**config.mk**
```make
export PLATFORM = sky130hd
export DESIGN_NAME = cfg_bus_arbiter
export DESIGN_NICKNAME = d
export VERILOG_FILES = /design/src/rtl/cfg_bus_arbiter_pkg.sv /design/src/rtl/cfg_bus_arbiter_rr.sv /design/src/rtl/cfg_bus_arbiter.sv
export SDC_FILE = /design/constraint.sdc
export NUM_CORES = 1
export LEC_CHECK = 0
export ABC_AREA = 1
export CAP_MARGIN = 10
export CORE_MARGIN = 1.5
export CORE_UTILIZATION = 32
export CTS_BUF_LIST = sky130_fd_sc_hd__clkbuf_8 sky130_fd_sc_hd__clkbuf_16
export CTS_CLUSTER_DIAMETER = 120
export CTS_CLUSTER_SIZE = 10
export DETAILED_ROUTE_END_ITERATION = 16
export GPL_TIMING_DRIVEN = 0
export PLACE_DENSITY = 0.68
export SYNTH_ARGS = -nofsm -noshare
export SYNTH_HDL_FRONTEND = slang
export SYNTH_HIERARCHICAL = 1
export SYNTH_SLANG_ARGS = --single-unit
```
**constraint.sdc**
```tcl
create_clock -name clk_i -period 2.4 [get_ports clk_i]
set_input_delay 0.6 -clock clk_i [delete_from_list [all_inputs] [get_ports clk_i]]
set_output_delay 0.6 -clock clk_i [all_outputs]
set_load 0.1 [all_outputs]
```
**src/rtl/cfg_bus_arbiter_pkg.sv**
```systemverilog
// Shared types and constants for the config-bus arbiter.
package cfg_bus_arbiter_pkg;

    typedef logic [31:0] word_t;
    typedef logic [15:0] cfg_addr_t;
    typedef logic [1:0]  arb_state_t;

    localparam arb_state_t ST_IDLE  = 2'd0;
    localparam arb_state_t ST_WRITE = 2'd1;
    localparam arb_state_t ST_READ  = 2'd2;

    localparam word_t CFG_ARB_ERR_RDATA = 32'hBADC_0FFE;

endpackage

```
**src/rtl/cfg_bus_arbiter_rr.sv**
```systemverilog
// Combinational cyclic priority pick: first requester at or after ptr, wrapping.
module cfg_bus_arbiter_rr #(
    parameter int NumReq = 2,
    parameter int IdxW   = (NumReq > 1) ? $clog2(NumReq) : 1
) (
    input  logic [NumReq-1:0] req,
    input  logic [IdxW-1:0]   ptr,
    output logic [IdxW-1:0]   winner,
    output logic              valid
);

    int j;

    // Scan from the farthest offset down so the nearest requester is written last.
    always_comb begin
        winner = '0;
        valid  = 1'b0;
        j      = 0;
        for (int i = NumReq - 1; i >= 0; i--) begin
            j = int'(ptr) + i;
            if (j >= NumReq) j = j - NumReq;
            if (req[j]) begin
                winner = j[IdxW-1:0];
                valid  = 1'b1;
            end
        end
    end

endmodule

```
**src/rtl/cfg_bus_arbiter.sv**
```systemverilog
// Round-robin arbiter sharing one config slave port among NumReq masters,
// one transaction at a time, with an optional stall timeout.
module cfg_bus_arbiter
    import cfg_bus_arbiter_pkg::*;
#(
    parameter int    NumReq        = 2,
    parameter int    TimeoutCycles = 255,
    parameter word_t ErrRdata      = CFG_ARB_ERR_RDATA
) (
    input  logic                         clk_i,
    input  logic                         rst_i,
    input  logic [NumReq-1:0]            mst_req_i,
    input  logic [NumReq-1:0]            mst_wen_i,
    input  cfg_addr_t [NumReq-1:0]       mst_addr_i,
    input  word_t [NumReq-1:0]           mst_wdata_i,
    output logic [NumReq-1:0]            mst_gnt_o,
    output logic [NumReq-1:0]            mst_rvalid_o,
    output word_t                        mst_rdata_o,
    output logic                         slv_req_o,
    input  logic                         slv_gnt_i,
    output logic                         slv_wen_o,
    output cfg_addr_t                    slv_addr_o,
    output word_t                        slv_wdata_o,
    input  word_t                        slv_rdata_i,
    input  logic                         slv_rvalid_i,
    output logic                         busy_o,
    output logic                         timeout_o
);

    localparam int IdxW = (NumReq > 1) ? $clog2(NumReq) : 1;
    localparam int CntW = (TimeoutCycles > 0) ? $clog2(TimeoutCycles + 1) : 1;
    localparam logic [IdxW-1:0] LastIdx   = IdxW'(NumReq - 1);
    localparam logic [CntW-1:0] ExpireCnt = CntW'((TimeoutCycles > 0) ? TimeoutCycles - 1 : 0);

    arb_state_t      state;
    logic [IdxW-1:0] rr_ptr;
    logic [IdxW-1:0] win_idx;
    cfg_addr_t       lat_addr;
    word_t           lat_wdata;
    logic            lat_wen;
    logic [CntW-1:0] cnt;

    logic [IdxW-1:0] pick;
    logic            pick_valid;
    logic            active;
    logic            live;
    logic            rsp;
    logic            expire;
    logic            done;

    cfg_bus_arbiter_rr #(
        .NumReq (NumReq),
        .IdxW   (IdxW)
    ) u_rr (
        .req    (mst_req_i),
        .ptr    (rr_ptr),
        .winner (pick),
        .valid  (pick_valid)
    );

    // The live winner request gates everything: dropping it aborts the transaction.
    assign active = (state == ST_WRITE) || (state == ST_READ);
    assign live   = active && mst_req_i[win_idx];
    assign rsp    = ((state == ST_WRITE) && slv_gnt_i) || ((state == ST_READ) && slv_rvalid_i);
    assign expire = (TimeoutCycles > 0) && live && !rsp && (cnt == ExpireCnt);
    assign done   = live && (rsp || expire);

    assign slv_req_o   = live;
    assign slv_wen_o   = (state != ST_WRITE);
    assign slv_addr_o  = lat_addr;
    assign slv_wdata_o = lat_wdata;
    assign busy_o      = active;
    assign timeout_o   = expire;

    always_comb begin
        mst_gnt_o    = '0;
        mst_rvalid_o = '0;
        mst_rdata_o  = '0;
        if (done && state == ST_WRITE) begin
            mst_gnt_o[win_idx] = 1'b1;
        end
        if (done && state == ST_READ) begin
            mst_rvalid_o[win_idx] = 1'b1;
            mst_rdata_o           = rsp ? slv_rdata_i : ErrRdata;
        end
    end

    always_ff @(posedge clk_i) begin
        if (rst_i) begin
            state     <= ST_IDLE;
            rr_ptr    <= '0;
            win_idx   <= '0;
            lat_addr  <= '0;
            lat_wdata <= '0;
            lat_wen   <= 1'b1;
            cnt       <= '0;
        end else if (state == ST_IDLE) begin
            if (pick_valid) begin
                win_idx   <= pick;
                lat_addr  <= mst_addr_i[pick];
                lat_wdata <= mst_wdata_i[pick];
                lat_wen   <= mst_wen_i[pick];
                state     <= mst_wen_i[pick] ? ST_READ : ST_WRITE;
                cnt       <= '0;
            end
        end else if (!live || done) begin
            // Completion and abort both hand priority to the next master.
            state  <= ST_IDLE;
            rr_ptr <= (win_idx == LastIdx) ? '0 : win_idx + 1'b1;
        end else if (cnt != '1) begin
            cnt <= cnt + 1'b1;
        end
    end

endmodule

```
==> metrics, run 1 <==
Final min period 2.75 ns; Die Y-Extent 107 um; crit path cell chain inv_4 -> ha_4 -> nand2_4 -> nor2_4 -> inv_2 -> a21oi_4 -> nand2_4 -> buf_12 -> buf_16 -> nor2_4 -> buf_12; Max-Cap Viols 0; Slowest cell on crit path dfxtp_4; power density over cell area 768 nW/um^2; placed insts 888; Slew Limit Fails 0; clock power share 15.0%; post-synthesis sequential area ratio 34.8%; Crit Path Max Fanout 5; Crit path arrival time 2.15 ns; Most used DFF post-synth dfxtp_1; startpoint type of the worst setup path flip-flop; largest net degree at the start of global routing 11; H-Tree Depth 3; hold slack final 0.490 ns; Comb power frac 59.0%; flops & latches, synth 60; Switch Pwr 2890 uW; Rel. slew slack 31.5%; Nets 918; status finished with violations; IO Count 224; internal power 2450 uW; wire per inst 15.3 um; routability cong. 0.852; # setup viols final 37; vias in the first global route 4489; area grow syn2layout 102%; Die Wd 107 um; largest stage delay on the critical path 0.38 ns; RSZ-0062 raised after global routing yes; area leader, netlist dfxtp_1; via count 4327; core footprint 10400 sq um; final worst-path cycle share 115%; most frequent cell after synthesis nand2_1; clock sinks 60; failing checks setup timing; Syn Inst Count 529; drt pass-1 iters 4; maximum vdd drop 604 uV; total wire length 14.0 mm; DRT iter0 DRCs 168; Synth top cells by count nand2_1 (132), inv_1 (71), nor2_1 (66); Mapped Avg Cell Area 6.52 sq um; CTS tree yes; Reg clk slew, reported paths 0.06 ns; Reg2Reg Depth 10; Ys Warns 6; antenna violations before repair 0; CTS Buffer Depth 2; fin cells 917; Fin Clk Skew 0.00630 ns; Worst Setup EP mst_rdata_o[19]; fmax 0.363 GHz; GRT overflow 0; Least-Margin Pin Slew 1.03 ns; Tot Pwr 5340 uW; die footprint 11400 sq um; WP depth 11; R2R setup slack 0.58 ns; Setup WS post-layout -0.353 ns; Hold Crit Class flip-flop to flip-flop; GRT Util Overall 24.6%; Final Hold Viols 0; # DRC 0; Reg2Reg Capture Point slv_wdata_o[29]; clock buffer count from CTS 9; DR vias/cell 4.72; Starting Density 33.2%; Critical Path Start state[1]; synth unique cells 27; final antenna-violating net count 0; Worst-Skew Late Latency 0.34 ns; Site Rows 37; Crit Path Category flip-flop to primary output; PortBufs 223; CP delay by family, top buffers and inverters; first-pass GRT wire length 22.1 mm; Worst setup EP type primary output; R2R Path Start rr_ptr; Post-synth ARST share 0%; Cell Area, Synth 3450 sq um; Net Count, Synth 670; Switching Share 54.1%; most area-consuming cells after synthesis dfxtp_1 (35%), nand2_1 (14%), o211ai_1 (11%), nand3_1 (9.3%), inv_1 (7.7%); sequential share of power 26.0%; Post-synth EDFFs 0; Antenna diodes 0; crit path buf inv count 5; share of the synthesized area in the top cell type 34.8%; Root Driver clkbuf_8; Post-DP HPWL 10.4 mm; Worst Path Required 1.80 ns; layout cells sized above 1 20.5%; Static Leak 0.00328 uW
[cells in the final DEF, fill, tap and decap left out, types with 3 or more instances in the layout]
| master | synthesis | layout |
|---|---|---|
| o211ai_1 | 49 | 49 |
| buf_4 | 1 | 12 |
| inv_8 | 0 | 10 |
| buf_2 | 14 | 11 |
| o21ai_0 | 3 | 3 |
| nand2_4 | 1 | 3 |
| nand3_1 | 64 | 63 |
| clkdlybuf4s50_1 | 0 | 131 |
| clkbuf_1 | 14 | 12 |
| dlygate4sd2_1 | 0 | 53 |
| clkbuf_8 | 0 | 11 |
| buf_1 | 3 | 3 |
| nor2_1 | 66 | 40 |
| nand2_2 | 5 | 6 |
| dfxtp_1 | 60 | 57 |
| inv_1 | 71 | 69 |
| nor2_4 | 1 | 27 |
| ha_4 | 0 | 3 |
| nand3_4 | 0 | 11 |
| a21oi_1 | 6 | 6 |
| buf_6 | 1 | 3 |
| inv_2 | 13 | 4 |
| nand2_1 | 132 | 129 |
| buf_12 | 1 | 40 |
[tightest hold or removal path, delay by kind of cell, from the launching register on]
family | cells | cell delay, ns
DFF | 1 | 0.33
and+or+nand+nor | 2 | 0.13
[sequential cells by signal (all words and copies together) (netlist names)]
signal and cells:
slv_wdata_o 32, slv_addr_o 16, cnt 8, state 2, rr_ptr 1, win_idx 1
[worst min-delay path by stage]
stage | start | end | slack (ns) | cells past startpoint
finish | rr_ptr | rr_ptr | 0.49 | 2
detailed placement | rr_ptr | rr_ptr | 0.48 | 2
global placement | rr_ptr | rr_ptr | 0.47 | 2
CTS | rr_ptr | rr_ptr | 0.50 | 2
floorplan | rr_ptr | rr_ptr | 0.45 | 2
global route | rr_ptr | rr_ptr | 0.51 | 2
[cell families after synthesis]
logic type | count (synthesis) | synth area share [%]
buffers and inverters | 119 | 14.3
DFF | 60 | 34.8
AOI/OAI and AO/OA | 59 | 12.5
and+or+nand+nor | 286 | 36.6
adders and majority gates | 5 | 1.81
[power by group through the flow]
stage | Combinational, uW | Clock [uW] | Sequential [uW]
global placement | 3160 | 0 | 1390
global route | 3350 | 865 | 1410
detailed placement | 3190 | 0 | 1400
finish | 3150 | 801 | 1390
floorplan | 1070 | 0 | 2630
CTS | 3130 | 819 | 1380
[metal layers]
metal  global-route usage [%]  wire length, um
met1                     26.4             5510
met5                        0                0
met2                     43.2             6720
met3                     11.2             1540
met4                     7.62              260
[stage by stage]
| step | setup WS (ns) | TNS, ns | cell area (sq um) | util, % |
|---|---|---|---|---|
| after global routing | -0.420 | -12.80 | 6960 | 67.1 |
| after detailed placement | -1.56 | -60.78 | 6260 | 60.4 |
| after global placement | -1.55 | -58.20 | 6260 | 60.4 |
| after CTS | -0.306 | -8.49 | 6880 | 66.3 |
| final | -0.353 | -9.88 | 6960 | 67.1 |
| after floorplan | -0.760 | -24.74 | 3860 | - |
[layout make-up]
| type | instances | area (sq um) |
|---|---|---|
| Buffer | 32 | 175 |
| Clock buffer | 11 | 151 |
| Clock inverter | 4 | 17.5 |
| Fill cell | 859 | 3410 |
| Inverter | 85 | 408 |
| Multi-Input combinational cell | 350 | 2100 |
| Sequential cell | 60 | 1210 |
| Tap cell | 136 | 170 |
| Timing Repair Buffer | 239 | 2720 |
[repair_timing]
action | in CTS | in global routing
endpoints found under the setup margin | 88 | 38
hold buffers | 0 | 0
buffers inserted | 10 | 5
pin swaps | 7 | 8
cloned | 1 | 1
gates resized for setup | 399 | 19
Power figures use the tool's default switching activity.
==> run 2, diff against run 1 <==
--- a/config.mk
+++ b/config.mk
@@ -7,7 +7,7 @@
 export LEC_CHECK = 0
 export ABC_AREA = 1
 export CAP_MARGIN = 10
-export CORE_MARGIN = 1.5
+export CORE_MARGIN = 10
 export CORE_UTILIZATION = 32
 export CTS_BUF_LIST = sky130_fd_sc_hd__clkbuf_8 sky130_fd_sc_hd__clkbuf_16
 export CTS_CLUSTER_DIAMETER = 120
==> metrics, run 2 (synthesis gave the netlist of run 1 again) <==
status finished with violations (unchanged); Crit path arrival time 2.10 ns (was 2.15 ns); wire per inst 17.4 um (was 15.3 um); crit path buf inv count 7 (was 5); Site Rows 37 (unchanged); Starting Density 33.1% (was 33.2%); vias in the first global route 4581 (was 4489); Tot Pwr 5670 uW (was 5340 uW); clock sinks 60 (unchanged); total wire length 16.1 mm (was 14.0 mm); Die Wd 124 um (was 107 um); Reg clk slew, reported paths 0.07 ns (was 0.06 ns); Layout fillers 823 (was 859); final antenna-violating net count 0 (unchanged); drt pass-1 iters 4 (unchanged); routability cong. 0.880 (was 0.852); via count 4352 (was 4327); maximum vdd drop 622 uV (was 604 uV); failing checks setup timing (unchanged); Comb power frac 56.7% (was 59.0%); DR vias/cell 4.70 (was 4.72); Worst Path Required 1.80 ns (about the same); hold slack final 0.498 ns (was 0.490 ns); Fin Clk Skew 0.00784 ns (was 0.00630 ns); clock power share 18.9% (was 15.0%); # DRC 0 (unchanged); GRT Util Overall 20.5% (was 24.6%); max reg flops 32 (unchanged); Static Leak 0.00336 uW (was 0.00328 uW); Crit Path Category flip-flop to primary output (unchanged); Nets 925 (was 918); Root Driver clkbuf_8 (unchanged); layout cells sized above 1 22.1% (was 20.5%); Switching Share 51.6% (was 54.1%); placed insts 888 (unchanged); core footprint 10400 sq um (about the same); antenna violations before repair 0 (unchanged); crit path cell chain inv_2 -> ha_2 -> nand2_1 -> nand2_2 -> inv_4 -> a21oi_4 -> nand2_4 -> buf_6 -> clkinv_8 -> buf_16 -> nand3_4 -> inv_8 -> buf_12 (was inv_4 -> ha_4 -> nand2_4 -> nor2_4 -> inv_2 -> a21oi_4 -> nand2_4 -> buf_12 -> buf_16 -> nor2_4 -> buf_12); startpoint type of the worst setup path flip-flop (unchanged); Slew Limit Fails 0 (unchanged); Switch Pwr 2930 uW (was 2890 uW); Antenna diodes 0 (unchanged); clock buffer count from CTS 9 (unchanged); Slowest cell on crit path dfxtp_4 (unchanged); Worst setup EP type primary output (unchanged); Crit Path Max Fanout 5 (unchanged); first-pass GRT wire length 24.8 mm (was 22.1 mm); Final Core Density 68.5% (was 67.1%); CTS Buffer Depth 2 (unchanged); power density over cell area 794 nW/um^2 (was 768 nW/um^2); Post-DP HPWL 12.4 mm (was 10.4 mm); commonest cells after routing, fill and taps aside clkdlybuf4s50_1 (131), nand2_1 (128), inv_1 (67) (was clkdlybuf4s50_1 (131), nand2_1 (129), inv_1 (69)); CP delay by family, top buffers and inverters (unchanged); Max-Cap Viols 0 (unchanged); Final Hold Viols 0 (unchanged); commonest non-fill, non-tap cell in the layout clkdlybuf4s50_1 (unchanged); Setup WS post-layout -0.295 ns (was -0.353 ns); fin cells 925 (was 917); internal power 2740 uW (was 2450 uW); PortBufs 223 (unchanged); H-Tree Depth 3 (unchanged); hold_buf cts 0 (unchanged); Die Y-Extent 124 um (was 107 um); DRT iter0 DRCs 172 (was 168); RSZ-0062 raised after global routing yes (unchanged); Hold Crit Class flip-flop to flip-flop (unchanged); fmax 0.371 GHz (was 0.363 GHz); CTS tree yes (unchanged); largest stage delay on the critical path 0.35 ns (was 0.38 ns); final worst-path cycle share 112% (was 115%); Final min period 2.70 ns (was 2.75 ns); die footprint 15300 sq um (was 11400 sq um); # setup viols final 36 (was 37); sequential share of power 24.3% (was 26.0%); Least-Margin Pin Slew 1.04 ns (was 1.03 ns); largest net degree at the start of global routing 11 (unchanged); Worst-Skew Late Latency 0.34 ns (about the same); GRT overflow 0 (unchanged); Rel. slew slack 31.2% (was 31.5%); IO Count 224 (unchanged); area grow syn2layout 107% (was 102%)
==> run 2: tightest hold or removal path, cell delays in order (launching register included) <==
cell and delay, ns:
dfxtp_1 0.34, nor2_1 0.05, nor2_1 0.08
==> run 2: power by group through the flow <==
stage               Sequential [uW]  Combinational (uW)  Clock [uW]
global route                   1410                3410        1150
detailed placement             1390                3210           0
floorplan                      2630                1070           0
CTS                            1370                3180        1100
global placement               1380                3200           0
finish                         1380                3210        1070
==> run 2: repair_timing <==
| action | in CTS | in global routing |
|---|---|---|
| pin swaps | 15 | 9 |
| cloned | 3 | 0 |
| buffers inserted | 14 | 4 |
| resized for setup | 414 | 15 |
| setup endpoints to repair | 88 | 38 |
==> run 2: final timing paths <==
check / start / to / slack, ns / depth (start not counted)
max: state[0] / mst_rdata_o[15] / -0.30 / 13
max reg2reg: state[1] / rr_ptr / 0.55 / 13
min reg2reg: rr_ptr / rr_ptr / 0.50 / 2
min: rr_ptr / rr_ptr / 0.50 / 2
==> run 2: final cells by class <==
type | count | area [sq um] | share of cell area (%)
Clock inverter | 4 | 70.1 | 0.982
Buffer | 34 | 225 | 3.16
Multi-Input combinational cell | 350 | 2090 | 29.3
Tap cell | 136 | 170 | 2.39
Sequential cell | 60 | 1210 | 17.0
Timing Repair Buffer | 244 | 2790 | 39.1
Inverter | 85 | 415 | 5.82
Clock buffer | 12 | 165 | 2.32
==> run 2: layer usage <==
layer,up-vias,track usage [%],share of wire [%]
li1,2182,-,-
met1,1952,22.2,39
met2,203,34.5,46
met3,15,10.2,13
met4,0,5.97,1.6
met5,-,0,0
==> run 2: stage by stage <==
step / worst slack [ns] / TNS, ns / cell area [sq um]
after floorplan: -0.760 / -24.74 / 3860
after CTS: -0.286 / -8.86 / 7050
final: -0.295 / -8.78 / 7130
after detailed placement: -1.63 / -59.37 / 6260
after global placement: -1.58 / -54.68 / 6260
after global routing: -0.379 / -11.59 / 7130
==> run 3, diff against run 2 <==
--- a/config.mk
+++ b/config.mk
@@ -6,8 +6,9 @@
 export NUM_CORES = 1
 export LEC_CHECK = 0
 export ABC_AREA = 1
+export ABC_CLOCK_PERIOD_IN_PS = 2500
 export CAP_MARGIN = 10
-export CORE_MARGIN = 10
+export CORE_MARGIN = 8
 export CORE_UTILIZATION = 32
 export CTS_BUF_LIST = sky130_fd_sc_hd__clkbuf_8 sky130_fd_sc_hd__clkbuf_16
 export CTS_CLUSTER_DIAMETER = 120
==> constraint.sdc (replaced) <==
create_clock -name clk_i -period 2.5 [get_ports clk_i]
set_input_delay 0.625 -clock clk_i [delete_from_list [all_inputs] [get_ports clk_i]]
set_output_delay 0.625 -clock clk_i [all_outputs]
set_load 0.1 [all_outputs]
==> metrics, run 3 (synthesis gave the netlist of run 1 again) <==
status finished with violations (unchanged); vias in the first global route 4569 (was 4581); Slowest cell on crit path dfxtp_2 (was dfxtp_4); final antenna-violating net count 0 (unchanged); GRT overflow 0 (unchanged); drt pass-1 iters 4 (unchanged); layout cells sized above 1 20.2% (was 22.1%); commonest cells after routing, fill and taps aside clkdlybuf4s50_1 (150), nand2_1 (128), inv_1 (71) (was clkdlybuf4s50_1 (131), nand2_1 (128), inv_1 (67)); hold_buf cts 0 (unchanged); hold slack final 0.490 ns (was 0.498 ns); max reg flops 32 (unchanged); area used by multi-input combinational logic 2080 sq um (was 2090 sq um); Setup WS post-layout -0.217 ns (was -0.295 ns); failing checks setup timing (unchanged); power density over cell area 737 nW/um^2 (was 794 nW/um^2); Root Driver clkbuf_8 (unchanged); crit path cell chain inv_2 -> ha_4 -> nand2_4 -> nor2_4 -> inv_2 -> a21oi_4 -> nand2_4 -> buf_12 -> buf_12 -> nor2_4 -> buf_12 (was inv_2 -> ha_2 -> nand2_1 -> nand2_2 -> inv_4 -> a21oi_4 -> nand2_4 -> buf_6 -> clkinv_8 -> buf_16 -> nand3_4 -> inv_8 -> buf_12); Worst-Skew Late Latency 0.33 ns (was 0.34 ns); CTS Buffer Depth 2 (unchanged); CTS tree yes (unchanged); Crit path arrival time 2.09 ns (was 2.10 ns); commonest non-fill, non-tap cell in the layout clkdlybuf4s50_1 (unchanged); Static Leak 0.00347 uW (was 0.00336 uW); placed insts 892 (was 888); Crit Path Max Fanout 5 (unchanged); Reg clk slew, reported paths 0.06 ns (was 0.07 ns); # DRC 0 (unchanged); Hold Crit Class flip-flop to flip-flop (unchanged); R2R Path Start rr_ptr (was state[1]); maximum vdd drop 656 uV (was 622 uV); Layout fillers 905 (was 823); Most Frequent Cell on Critical Path buf_12; antenna violations before repair 0 (unchanged); CP delay by family, top buffers and inverters (unchanged); clock buffer count from CTS 9 (unchanged); Rel. slew slack 31.0% (was 31.2%); Worst Setup EP mst_rdata_o[5] (was mst_rdata_o[15]); PortBufs 223 (unchanged); core footprint 10700 sq um (was 10400 sq um); clock sinks 60 (unchanged); Antenna diodes 0 (unchanged); routability cong. 0.815 (was 0.880); crit path buf inv count 5 (was 7); fmax 0.368 GHz; Final Hold Viols 0 (unchanged); Nets 917 (was 925); startpoint type of the worst setup path flip-flop (unchanged); largest stage delay on the critical path 0.36 ns (was 0.35 ns); Max-Cap Viols 0 (unchanged); Final min period 2.72 ns; final worst-path cycle share 109%; H-Tree Depth 3 (unchanged); GRT Util Overall 20.8% (was 20.5%); Reg2Reg Depth 10 (was 13); DR vias/cell 4.65 (was 4.70); RSZ-0062 raised after global routing yes (unchanged); Worst setup EP type primary output (unchanged); Crit Path Category flip-flop to primary output (unchanged); Reg2Reg Capture Point slv_wdata_o[22] (was rr_ptr); Die Y-Extent 120 um (was 124 um); first-pass GRT wire length 24.0 mm (was 24.8 mm); Worst Path Required 1.88 ns (was 1.80 ns); IO Count 224 (unchanged); via count 4283 (was 4352); total wire length 14.9 mm (was 16.1 mm); fin cells 921 (was 925); Fin Clk Skew 0.00529 ns (was 0.00784 ns); Starting Density 32.2% (was 33.1%); Critical Path Start state[0] (unchanged); Site Rows 38 (was 37); area grow syn2layout 104% (was 107%); largest net degree at the start of global routing 11 (unchanged); R2R setup slack 0.76 ns (was 0.55 ns); Post-DP HPWL 11.5 mm (was 12.4 mm); WP depth 11 (was 13); DRT iter0 DRCs 170 (was 172); Slew Limit Fails 0 (unchanged); Least-Margin Pin Slew 1.03 ns (was 1.04 ns); register area 1200 sq um (was 1210 sq um); # setup viols final 37 (was 36); wire per inst 16.1 um (was 17.4 um); Die Wd 120 um (was 124 um); die footprint 14300 sq um (was 15300 sq um)
==> run 3: changes by cell type in the layout (fill, tap and decap cells not counted), sizes merged <==
cell / previous run / this run
clkdlybuf4s15: 2 / 1
dlymetal6s2s: 0 / 25
inv: 83 / 87
clkdlybuf4s50: 131 / 150
buf: 79 / 70
bufinv: 2 / 0
dlygate4sd2: 52 / 9
clkbuf: 26 / 25
==> run 3: worst min-delay path: cells and delay by family, from the launching register on <==
kind,cells,cell delay (ns)
flip-flops,1,0.31
AND/OR/NAND/NOR,2,0.14
==> run 3: area by class of cell <==
type                    count  area share [%]
inverters                  85            5.77
clock buffers              10            1.96
multi-input cells         350            29.6
flip-flops and latches     60            17.1
repair buffers            237            40.0
clock inverters             6           0.356
plain buffers              33            2.71
well taps                 140            2.49
==> run 3: power breakdown <==
group	leakage [uW]	total (uW)	internal (uW)	switching, uW
Combinational	0.00287	3120	863	2260
Clock	0.000101	735	369	366
Sequential	0.000498	1320	1180	144
Total	0.00347	5180	2410	2770
==> run 3: per-stage QoR <==
| stage | power (uW) | utilization [%] | instance area [sq um] | worst slack [ns] | setup TNS [ns] |
|---|---|---|---|---|---|
| global placement | 4390 | 58.6 | 6260 | -1.50 | -51.04 |
| detailed placement | 4410 | 58.6 | 6260 | -1.53 | -52.49 |
| CTS | 5210 | 65.3 | 6990 | -0.255 | -6.52 |
| global route | 5460 | 65.6 | 7020 | -0.321 | -9.63 |
| finish | 5180 | 65.6 | 7020 | -0.217 | -5.76 |
| floorplan | 3550 | - | 3860 | -0.685 | -21.96 |
==> run 3: worst min path at each step <==
stage,cells after the start,start,end
4_1_cts,2,rr_ptr,rr_ptr
3_3_place_gp,2,rr_ptr,rr_ptr
3_5_place_dp,2,rr_ptr,rr_ptr
5_1_grt,2,state[0],state[0]
2_1_floorplan,2,rr_ptr,rr_ptr
6_report,2,rr_ptr,rr_ptr
==> run 3: metal layers <==
metal | global-route usage [%] | routed length (um) | vias up
met3 | 9.44 | 1560 | 15
met5 | 0 | 0 | -
met1 | 22.6 | 6010 | 1918
li1 | - | - | 2167
met2 | 35.8 | 7060 | 183
met4 | 5.78 | 223 | 0
==> run 3: what timing repair did <==
item                       CTS  global route
setup buffers               12             1
pin swaps                    5             6
setup endpoints to repair   44            63
resized for setup          360            31
cloned                       2             0
